--- config.mk ---
export PLATFORM = sky130hd
export DESIGN_NAME = uart_ctrl
export DESIGN_NICKNAME = d
export VERILOG_FILES = /design/src/rtl/uart_pkg.sv /design/src/rtl/uart_rx.sv /design/src/rtl/uart_ctrl.sv
export SDC_FILE = /design/constraint.sdc
export NUM_CORES = 1
export LEC_CHECK = 0
export BUFFER_PORTS_ARGS = -buffer_cell sky130_fd_sc_hd__buf_2
export CELL_PAD_IN_SITES_DETAIL_PLACEMENT = 0
export CELL_PAD_IN_SITES_GLOBAL_PLACEMENT = 1
export CORE_AREA = 2 2 106 108
export CTS_BUF_LIST = sky130_fd_sc_hd__clkbuf_8
export DETAILED_ROUTE_END_ITERATION = 7
export DIE_AREA = 0 0 108 110
export GPL_ROUTABILITY_DRIVEN = 0
export PLACE_DENSITY = 0.83
export SLEW_MARGIN = 15
export SYNTH_ARGS = -nofsm -noshare
export SYNTH_HDL_FRONTEND = slang
export SYNTH_SLANG_ARGS = --single-unit
--- constraint.sdc ---
create_clock -name sysclk -period 2.2 [get_ports sysclk]
set_clock_uncertainty 0.1 [all_clocks]
set_input_delay 0.11 -clock sysclk [delete_from_list [all_inputs] [get_ports sysclk]]
set_output_delay 0.11 -clock sysclk [all_outputs]
set_load 0.02 [all_outputs]
--- src/rtl/uart_pkg.sv ---
// uart_pkg: register offsets, CON bit positions and engine state encodings shared by the UART controller
package uart_pkg;
  localparam logic [31:0] OFS_TXD = 32'd0;
  localparam logic [31:0] OFS_RXD = 32'd4;
  localparam logic [31:0] OFS_CON = 32'd8;
  localparam int CON_TX_IE   = 0;
  localparam int CON_RX_IE   = 1;
  localparam int CON_TX_DONE = 2;
  localparam int CON_RX_DONE = 3;
  localparam int CON_TX_BUSY = 4;
  localparam int CON_RX_OVR  = 5;
  localparam int CON_RX_FE   = 6;
  typedef enum logic [1:0] {TX_IDLE, TX_START, TX_DATA, TX_STOP} tx_state_e;
  typedef enum logic [2:0] {RX_IDLE, RX_START, RX_DATA, RX_STOP, RX_WAIT_HIGH} rx_state_e;
endpackage

--- src/rtl/uart_rx.sv ---
// uart_rx: 8N1 receive engine with 2-flop input synchroniser, mid-bit sampling and stop-bit framing check
module uart_rx import uart_pkg::*; #(
  parameter int CLKS_PER_BIT = 5208
) (
  input  logic       clk_i,
  input  logic       rst_i,
  input  logic       rxd_i,
  output logic [7:0] byte_o,
  output logic       valid_o,
  output logic       fe_o
);
  localparam int W = $clog2(CLKS_PER_BIT);
  localparam logic [W-1:0] LAST = W'(CLKS_PER_BIT - 1);
  localparam logic [W-1:0] MID  = W'(CLKS_PER_BIT / 2 - 1);
  rx_state_e state_q;
  logic [1:0] sync_q;
  logic [W-1:0] cnt_q;
  logic [2:0] idx_q;
  logic [7:0] sh_q;
  logic rxs, tick;
  assign rxs = sync_q[1];
  assign tick = cnt_q == LAST;
  assign byte_o = sh_q;
  assign valid_o = state_q == RX_STOP && tick && rxs;
  assign fe_o = state_q == RX_STOP && tick && !rxs;
  // the idle cycle that detects the falling edge counts as the first cycle of the half-bit wait
  always_ff @(posedge clk_i or posedge rst_i) begin
    if (rst_i) begin
      sync_q  <= 2'b11;
      state_q <= RX_IDLE;
      cnt_q   <= '0;
      idx_q   <= '0;
      sh_q    <= '0;
    end else begin
      sync_q <= {sync_q[0], rxd_i};
      case (state_q)
        RX_IDLE: if (!rxs) begin
          state_q <= RX_START;
          cnt_q   <= W'(1);
        end
        RX_START: if (cnt_q == MID) begin
          state_q <= rxs ? RX_IDLE : RX_DATA;
          cnt_q   <= '0;
          idx_q   <= '0;
        end else cnt_q <= cnt_q + 1'b1;
        RX_DATA: if (tick) begin
          cnt_q <= '0;
          sh_q  <= {rxs, sh_q[7:1]};
          idx_q <= idx_q + 3'd1;
          if (idx_q == 3'd7) state_q <= RX_STOP;
        end else cnt_q <= cnt_q + 1'b1;
        RX_STOP: if (tick) begin
          cnt_q   <= '0;
          state_q <= rxs ? RX_IDLE : RX_WAIT_HIGH;
        end else cnt_q <= cnt_q + 1'b1;
        RX_WAIT_HIGH: if (rxs) state_q <= RX_IDLE;
        default: state_q <= RX_IDLE;
      endcase
    end
  end
endmodule

--- src/rtl/uart_ctrl.sv ---
// uart_ctrl: memory-mapped 8N1 UART with TXD/RXD/CON registers, inline TX engine and level interrupt
module uart_ctrl import uart_pkg::*; #(
  parameter int          CLKS_PER_BIT = 5208,
  parameter logic [31:0] BASE_ADDR    = 32'h4000_0018
) (
  input  logic        sysclk,
  input  logic        reset,
  input  logic [31:0] addr,
  input  logic        rd,
  input  logic        wr,
  input  logic [31:0] wdata,
  output logic [31:0] rdata,
  input  logic        rxd,
  output logic        txd,
  output logic        irq
);
  localparam int W = $clog2(CLKS_PER_BIT);
  localparam logic [W-1:0] LAST = W'(CLKS_PER_BIT - 1);
  tx_state_e tx_state_q;
  logic [W-1:0] tx_cnt_q;
  logic [2:0] tx_idx_q;
  logic [7:0] txd_data_q, rxd_data_q, rx_byte;
  logic txd_q, irq_q, tx_ie_q, rx_ie_q, tx_done_q, rx_done_q, rx_ovr_q, rx_fe_q;
  logic sel_txd, sel_rxd, sel_con, con_rd, txd_wr, tx_done_set, tx_busy, rx_valid, rx_fe;
  logic [6:0] con;
  logic unused_wdata;
  assign unused_wdata = ^wdata[31:8];
  assign sel_txd = addr == BASE_ADDR + OFS_TXD;
  assign sel_rxd = addr == BASE_ADDR + OFS_RXD;
  assign sel_con = addr == BASE_ADDR + OFS_CON;
  assign con_rd = rd && sel_con;
  assign tx_busy = tx_state_q != TX_IDLE;
  assign txd_wr = wr && sel_txd && !tx_busy;
  assign tx_done_set = tx_state_q == TX_STOP && tx_cnt_q == LAST;
  assign txd = txd_q;
  assign irq = irq_q;
  always_comb begin
    con = '0;
    con[CON_TX_IE]   = tx_ie_q;
    con[CON_RX_IE]   = rx_ie_q;
    con[CON_TX_DONE] = tx_done_q;
    con[CON_RX_DONE] = rx_done_q;
    con[CON_TX_BUSY] = tx_busy;
    con[CON_RX_OVR]  = rx_ovr_q;
    con[CON_RX_FE]   = rx_fe_q;
    rdata = !rd ? '0 : sel_txd ? {24'd0, txd_data_q} : sel_rxd ? {24'd0, rxd_data_q} :
            sel_con ? {25'd0, con} : '0;
  end
  always_ff @(posedge sysclk or posedge reset) begin
    if (reset) begin
      tx_state_q <= TX_IDLE;
      tx_cnt_q   <= '0;
      tx_idx_q   <= '0;
      txd_q      <= 1'b1;
      txd_data_q <= '0;
    end else begin
      case (tx_state_q)
        TX_IDLE: if (txd_wr) begin
          txd_data_q <= wdata[7:0];
          tx_state_q <= TX_START;
          tx_cnt_q   <= '0;
          txd_q      <= 1'b0;
        end
        TX_START: if (tx_cnt_q == LAST) begin
          tx_cnt_q   <= '0;
          tx_idx_q   <= '0;
          tx_state_q <= TX_DATA;
          txd_q      <= txd_data_q[0];
        end else tx_cnt_q <= tx_cnt_q + 1'b1;
        TX_DATA: if (tx_cnt_q == LAST) begin
          tx_cnt_q   <= '0;
          tx_idx_q   <= tx_idx_q + 3'd1;
          tx_state_q <= tx_idx_q == 3'd7 ? TX_STOP : TX_DATA;
          txd_q      <= tx_idx_q == 3'd7 ? 1'b1 : txd_data_q[tx_idx_q + 3'd1];
        end else tx_cnt_q <= tx_cnt_q + 1'b1;
        TX_STOP: if (tx_cnt_q == LAST) begin
          tx_cnt_q   <= '0;
          tx_state_q <= TX_IDLE;
        end else tx_cnt_q <= tx_cnt_q + 1'b1;
      endcase
    end
  end
  // status bits: a set in the same cycle as a CON read clear takes priority
  always_ff @(posedge sysclk or posedge reset) begin
    if (reset) begin
      {tx_ie_q, rx_ie_q, tx_done_q, rx_done_q, rx_ovr_q, rx_fe_q, irq_q} <= '0;
      rxd_data_q <= '0;
    end else begin
      if (wr && sel_con) {rx_ie_q, tx_ie_q} <= wdata[1:0];
      tx_done_q <= tx_done_set | (tx_done_q & ~con_rd);
      rx_done_q <= rx_valid | (rx_done_q & ~con_rd);
      rx_ovr_q  <= (rx_valid & rx_done_q) | (rx_ovr_q & ~con_rd);
      rx_fe_q   <= rx_fe | (rx_fe_q & ~con_rd);
      if (rx_valid) rxd_data_q <= rx_byte;
      irq_q <= (tx_ie_q & tx_done_q) | (rx_ie_q & rx_done_q);
    end
  end
  uart_rx #(.CLKS_PER_BIT(CLKS_PER_BIT)) u_rx (
    .clk_i  (sysclk),
    .rst_i  (reset),
    .rxd_i  (rxd),
    .byte_o (rx_byte),
    .valid_o(rx_valid),
    .fe_o   (rx_fe)
  );
endmodule

==> summary.md, run 1 <==
| Metric | Value |
|---|---|
| Synthesis-stage register bit count | `71` |
| Final setup fails | `1` |
| Crit path max-delay family | `multiplexers` |
| Max-Cap Viols | `0` |
| Failing checks | `negative setup slack` |
| DR pass1 iterations | `4` |
| DR vias/cell | `5.092` |
| RSZ-0062 raised after global routing | `true` |
| Fin worst setup slack | `-0.05218 ns` |
| Initial antenna violation count | `0` |
| Yosys warns | `0` |
| DR DRC count | `0` |
| CTS Buf Count | `9` |
| Synthesized cell area | `3955 sq um` |
| Reg clk slew, reported paths | `0.08 ns` |
| Total Power | `0.002654 W` |
| WHS Path Cells | `3` |
| Vias in the first global route | `3208` |
| CP arrival | `2.44 ns` |
| Area grow syn2layout | `26.00%` |
| Status | `finished with violations` |
| LEAKAGE | `2.345 nW` |
| Port Buf Inserts | `54` |
| Post-synthesis cell count | `385` |
| ANT cells | `0` |
| Stages on worst setup path | `7` |
| Crit-path max FO | `3` |
| Clock latency on the worst-skew pair | `0.35 ns` |
| Wire per inst | `13.98 microns` |
| Post-synthesis sequential area ratio | `0.4502` |
| Setup crit end kind | `flip-flop` |
| DP HPWL | `6479 microns` |
| Tmin final | `2.252 ns` |
| Slew @ Worst Pin | `0.6345 ns` |
| CTS tree | `built` |
| Tcrit/Tclk final | `1.024` |
| H-Tree Depth | `3` |
| Final hold vios | `0` |
| Post-synth EDFFs | `0` |
| Area of the multi-input gates | `2072 sq um` |
| DIE AREA | `11880 sq um` |
| Top_reg_cell synth | `dfrtp_1` |
| Max Transition Viols Final | `0` |
| Cells on worst reg2reg path | `7` |
| Slew headroom | `0.5731` |
| Largest buffer count on any clock path | `2` |
| Hold crit path type | `primary input to flip-flop` |
| Most frequent CP cell | `mux2_4` |
| Drt total wl | `8834 microns` |
| Routed Antenna Nets | `0` |
| Req. time, crit path | `2.39 ns` |
| CP max-delay cell | `mux4_2` |
| CP Cell Sequence | `ha_2 -> ha_4 -> mux4_2 -> mux2_4 -> o21ai_2 -> a21boi_2 -> mux2_4` |
| Utilization after layout | `0.4658` |
| Layout cells sized above 1 | `0.3333` |
| Reg area | `1780 sq um` |
| Yosys cell types | `57` |
| Avg Cell Area, Syn | `10.27 sq um` |
| Max Fclk | `444.0 MHz` |
| Placed cell areas | `4566 sq um` |
| Nets@finish | `567` |
| Clock Root Buffer | `clkbuf_8` |
| Largest net degree at the start of global routing | `57` |
| FFs w/ async S/R, synth | `1.000` |
| Hold path startpoint | `wr` |
| Layout fillers | `1012` |
| Worst hold slack | `0.04972 ns` |
| DR iter-0 viols | `160` |
| Final Cell Area | `4984 sq um` |
| Crit Path Class | `flip-flop to flip-flop` |
| DIE WIDTH | `108 microns` |
| Routed vias | `3218` |
| Critical Path Start Type | `flip-flop` |
| CORE AREA | `10700 sq um` |
| Initial Util | `0.3697` |
| Rows | `38` |
| IO Count | `103` |
| Reg2reg start | `tx_idx_q[1]` |
| Clock Sinks | `71` |
| CP startpoint | `tx_idx_q[1]` |
| Worst path max stage delay | `0.48 ns` |
| Die Ht | `110 microns` |
| First-pass GRT wire length | `14390 microns` |
| CP bufs+invs | `0` |
| PwrDens | `532.5 nW/um^2` |
| Peak supply drop | `327.8 uV` |
| Grt ovf | `0` |
| Tot GR Track Use | `0.1544` |
-- flip-flops by register name (all words and copies together), names as in the netlist, 2 cells and up --
register / flops
tx_cnt_q: 13
u_rx.cnt_q: 13
rxd_data_q: 8
txd_data_q: 8
u_rx.byte_o: 8
tx_idx_q: 3
u_rx.idx_q: 3
u_rx.state_q: 3
tx_state_q: 2
u_rx.sync_q: 2
-- through the flow --
step	worst slack, ns	setup TNS, ns	cells
after global placement	-0.03711	-0.03711	605
final	-0.05218	-0.05218	632
after global routing	-0.1266	-0.1266	632
after CTS	-0.05795	-0.05795	631
after floorplan	-0.01894	-0.01894	408
after detailed placement	-0.06502	-0.1372	605
-- placed cells by master (no fill, tap or decap), drive strengths merged, types with 13 or more instances in the layout --
master / count
dfrtp: 68
nor2: 27
mux2: 32
o21ai: 25
nand3: 13
buf: 93
nand2: 33
conb: 24
-- cells in the mapped netlist (all sizes together), types with 3 or more instances --
master  instances  area (sq um)
mux2           32         360.3
nand3          13         65.06
inv            11         41.29
o31ai          10         75.07
nor2b           7         43.79
buf            29         211.5
nand2b          6         37.54
nand4           6         37.54
nand2          33         123.9
a21oi           5         25.02
nor2           27         108.9
dfrtp          68          1702
o21ai          25         125.1
ha             11         137.6
clkbuf          6         22.52
dfstp           3         78.83
a21o            3         22.52
and3            7         43.79
nor4           11         83.83
nor4b           4         41.29
xor2            8         70.07
a31oi           9         56.30
nor3b           3         22.52
nor3            4         20.02
a22o           11         96.34
-- what timing repair did --
item | 4_1_cts | 5_1_grt
pin swaps | 2 | 4
endpoints found under the hold margin | 26 | 0
gates resized for setup | 2 | 17
setup buffers | 0 | 1
hold buffers | 10 | 0
endpoints found under the setup margin | 11 | 29
-- worst reg2reg max path: cells and delay by family, from the launching register on --
| family | cells | cell delay (ns) |
|---|---|---|
| AO/OA/AOI/OAI | 2 | 0.18 |
| adder cells (fa/ha/maj) | 2 | 0.48 |
| flip-flops | 1 | 0.39 |
| multiplexers | 3 | 1.02 |
-- layer usage --
metal / GRT usage / part of all wire / vias up
met5: 0 / 0 / -
met4: 0.05952 / 0.015 / 0
met3: 0.03351 / 0.053 / 11
met2: 0.2709 / 0.48 / 91
met1: 0.1860 / 0.45 / 1548
li1: - / - / 1568
-- worst paths after layout --
path                       slack [ns]        endpoint
min reg2reg                      0.26  u_rx.sync_q[1]
min in group asynchronous        0.18   u_rx.cnt_q[5]
min                              0.05         rx_ie_q
max in group asynchronous        1.17  u_rx.sync_q[1]
max                             -0.05             txd
max reg2reg                     -0.05             txd
-- final cells by class --
| cell class | count | share of cell area |
|---|---|---|
| flip-flops and latches | 71 | 0.3573 |
| clock buffers | 11 | 0.03038 |
| well taps | 140 | 0.03515 |
| repair buffers | 103 | 0.1371 |
| multi-input cells | 291 | 0.4158 |
| inverters | 11 | 0.008285 |
| clock inverters | 5 | 0.01607 |
-- where the power goes --
group	switching [W]	total (W)	internal, W
registers	0.00000312	0.00131	0.00131
clock network	0.000505	0.00120	0.000698
logic	0.0000892	0.000140	0.0000508
total	0.000597	0.00265	0.00206
-- cell families (layout without fill, tap and decap cells) --
group | Yosys count | after routing | synth area share
compound gates | 76 | 76 | 0.1294
xor+xnor | 9 | 9 | 0.01993
fa+ha+maj | 11 | 11 | 0.03480
buf+inv | 46 | 130 | 0.06960
flops | 71 | 71 | 0.4502
mux | 34 | 34 | 0.1025
other cells | 1 | 24 | 0.0009482
simple gates | 137 | 137 | 0.1927
Power figures use the tool's default switching activity.
==> run 2, diff against run 1 <==
--- a/config.mk
+++ b/config.mk
@@ -8,13 +8,14 @@
 export BUFFER_PORTS_ARGS = -buffer_cell sky130_fd_sc_hd__buf_2
 export CELL_PAD_IN_SITES_DETAIL_PLACEMENT = 0
 export CELL_PAD_IN_SITES_GLOBAL_PLACEMENT = 1
-export CORE_AREA = 2 2 106 108
+export CORE_AREA = 2 2 108 110
 export CTS_BUF_LIST = sky130_fd_sc_hd__clkbuf_8
 export DETAILED_ROUTE_END_ITERATION = 7
-export DIE_AREA = 0 0 108 110
+export DIE_AREA = 0 0 110 112
 export GPL_ROUTABILITY_DRIVEN = 0
-export PLACE_DENSITY = 0.83
+export PLACE_DENSITY = 0.82
 export SLEW_MARGIN = 15
 export SYNTH_ARGS = -nofsm -noshare
 export SYNTH_HDL_FRONTEND = slang
+export SYNTH_HIERARCHICAL = 1
 export SYNTH_SLANG_ARGS = --single-unit
==> run 2 against run 1 <==
Compared with the run above:
- the run now ends clean
- sequential power about the same
- first-iteration DRC count up 14%
- global-route usage down 0.86 points
- clock-buffer cell count down 1
- combinational power about the same
- die area up 3.7%
- critical path type unchanged
- highest routed layer unchanged
==> summary.md, run 2 <==
| Metric | Value |
|---|---|
| Status | `finished clean` |
| Top cell type's share of synthesized area | `0.4109 (-0.01937)` |
| Final Cell Area | `5002 sq um (+0.38%)` |
| Total Power | `0.002504 W (-5.6%)` |
| FFs w/ async S/R, synth | `1.000 (unchanged)` |
| DR DRC count | `0 (unchanged)` |
| Req. time, crit path | `2.37 ns (-0.02 ns)` |
| Area grow syn2layout | `20.79%` |
| Crit Path Class | `flip-flop to flip-flop` |
| IO Count | `103 (unchanged)` |
| Max Fclk | `462.0 MHz (+4.0%)` |
| CTS tree | `built` |
| Layout cells sized above 1 | `0.3470 (+0.01369)` |
| Die Ht | `112 microns (+1.8%)` |
| CORE AREA | `11170 sq um (+4.5%)` |
| Final hold vios | `0 (unchanged)` |
| Avg Cell Area, Syn | `10.59 sq um (+3.1%)` |
| Tmin final | `2.165 ns (-0.08756 ns)` |
| Dpl ws | `-0.002510 ns (+0.06251 ns)` |
| Peak supply drop | `264.0 uV (-19%)` |
| Tcrit/Tclk final | `0.9839 (-0.03980)` |
| Crit-path max FO | `3 (unchanged)` |
| Placed cell areas | `4646 sq um (+1.8%)` |
| Max-Cap Viols | `0 (unchanged)` |
| DR pass1 iterations | `4 (unchanged)` |
| Rows | `39 (+2.6%)` |
| Largest net degree at the start of global routing | `43 (-25%)` |
| First-pass GRT wire length | `14200 microns (-1.3%)` |
| Ranking of synthesized cells by area | `dfrtp_1 41%, mux2_2 7.3%, buf_4 4.7%, ha_1 3.3%, o21ai_0 3.0%` |
| Slew headroom | `0.6133 (+0.04020)` |
| Routed Antenna Nets | `0 (unchanged)` |
| Most common cell in the netlist | `dfrtp_1` |
| Grt ovf | `0 (unchanged)` |
| Highest-count cells in the layout ignoring fill and taps | `68 x dfrtp_1, 54 x buf_2, 32 x nor2_1, 27 x mux2_2` |
| Yosys warns | `6 (+6)` |
| H-Tree Depth | `3 (unchanged)` |
| DR iter-0 viols | `182 (+14%)` |
| PwrDens | `500.7 nW/um^2 (-6.0%)` |
| CP arrival | `2.34 ns (-0.10 ns)` |
| Critical Path Start Type | `flip-flop` |
| Cells on worst reg2reg path | `7 (unchanged)` |
| Most common cell after layout, fill and taps aside | `dfrtp_1` |
| DR vias/cell | `5.163 (+1.4%)` |
| Initial Util | `0.3706 (+0.0009116)` |
| Post-synthesis sequential area ratio | `0.4299 (-0.02026)` |
| Port Buf Inserts | `54 (unchanged)` |
| Routed vias | `3253 (+1.1%)` |
| Synthesized cell area | `4141 sq um (+4.7%)` |
| Most instantiated cells after synthesis | `68 x dfrtp_1, 32 x nor2_1, 27 x mux2_2` |
| Slew @ Worst Pin | `0.5788 ns (-0.05571 ns)` |
| Final setup fails | `0 (-1)` |
| DP HPWL | `6581 microns (+1.6%)` |
| CTS Buf Count | `9 (unchanged)` |
| WHS Path Cells | `3 (unchanged)` |
| Drt total wl | `9004 microns (+1.9%)` |
| Post-synth EDFFs | `0 (unchanged)` |
| ANT cells | `0 (unchanged)` |
| Clock Root Buffer | `clkbuf_8` |
| Synthesis-stage register bit count | `71 (unchanged)` |
| LEAKAGE | `2.332 nW (-0.55%)` |
| Post-synthesis cell count | `391 (+1.6%)` |
| Layout fillers | `1052 (+4.0%)` |
| Tot GR Track Use | `0.1457 (-0.008649)` |
| Reg clk slew, reported paths | `0.08 ns (about the same)` |
| Max Transition Viols Final | `0 (unchanged)` |
| Top_reg_cell synth | `dfrtp_1` |
| Wire per inst | `14.29 microns (+2.2%)` |
| Clock latency on the worst-skew pair | `0.35 ns (about the same)` |
| Initial antenna violation count | `0 (unchanged)` |
| DIE AREA | `12320 sq um (+3.7%)` |
| Dominant cell type by area after synthesis | `dfrtp_1` |
| Hold crit path type | `primary input to flip-flop` |
| RSZ-0062 raised after global routing | `true` |
| Clock Sinks | `71 (unchanged)` |
| Largest buffer count on any clock path | `2 (unchanged)` |
| Nets@finish | `562 (-0.88%)` |
| Setup crit end kind | `flip-flop` |
| DIE WIDTH | `110 microns (+1.9%)` |
| Fin worst setup slack | `0.03538 ns (+0.08756 ns)` |
| Vias in the first global route | `2987 (-6.9%)` |
| Largest regs | `tx_cnt_q: 13 flops, u_rx/cnt_q: 13 flops` |
| Yosys cell types | `70 (+23%)` |
-- run 2: layout make-up --
class,instances,area (sq um),area share
tap,143,178.9,0.03577
inverter,10,37.54,0.007504
clock buffer,10,137.6,0.02751
sequential,71,1780,0.3559
timing repair buffer,91,585.6,0.1171
multi-input combinational,299,2221,0.4440
clock inverter,6,61.31,0.01226
-- run 2: cells by family after synthesis --
kind of cell	after synthesis	share of synthesized area
other	1	0.0009055
xor gates and xnor gates	2	0.004230
DFF	71	0.4299
and+or+nand+nor	137	0.1979
adders and majority gates	11	0.03323
muxes	40	0.1112
buffers and inverters	44	0.06798
AOI/OAI and AO/OA	85	0.1547
-- run 2: worst paths after layout --
| path | slack, ns | from | endpoint |
|---|---|---|---|
| max in group asynchronous | 1.28 | reset | rxd_data_q[0] |
| min in group asynchronous | 0.33 | reset | u_rx/cnt_q[6] |
| max | 0.04 | tx_idx_q[1] | txd |
| max reg2reg | 0.04 | tx_idx_q[1] | txd |
| min reg2reg | 0.26 | u_rx/sync_q[0] | u_rx/sync_q[1] |
| min | 0.17 | wr | rx_ie_q |
-- run 2: worst max-delay path: stages, from the launching register on --
cell and delay [ns]:
dfrtp_1 0.40, ha_2 0.20, ha_4 0.28, mux4_2 0.50
nor2b_4 0.14, a211o_1 0.27, a22oi_2 0.13, o41ai_2 0.07
-- run 2: stage by stage --
| step | util | cells | TNS (ns) | hold WS, ns |
|---|---|---|---|---|
| final | 0.4477 | 630 | 0 | 0.1685 |
| after global routing | 0.4477 | 630 | -0.07699 | 0.1724 |
| after floorplan | - | 414 | 0 | 0.01448 |
| after detailed placement | 0.4157 | 602 | -0.002510 | 0.1162 |
| after global placement | 0.4157 | 602 | 0 | 0.1160 |
| after CTS | 0.4427 | 628 | 0 | 0.1536 |
-- run 2: timing repair --
item	in CTS	in global routing
pin swaps	0	2
setup endpoints to repair	1	13
resized for setup	1	8
hold buffers	10	0
endpoints found under the hold margin	79	0
buffers inserted	0	2
-- run 2: layer usage --
layer | vias up | GRT usage | share of wire
met1 | 1572 | 0.1935 | 0.44
met5 | - | 0 | 0
met2 | 98 | 0.2335 | 0.49
li1 | 1575 | - | -
met4 | 0 | 0.04810 | 0.011
met3 | 8 | 0.03337 | 0.060
-- run 2: report_power, final --
group	internal [W]	total (W)	switching, W
clock network	0.000553	0.00105	0.000498
registers	0.00131	0.00131	0.00000242
logic	0.0000512	0.000143	0.0000921
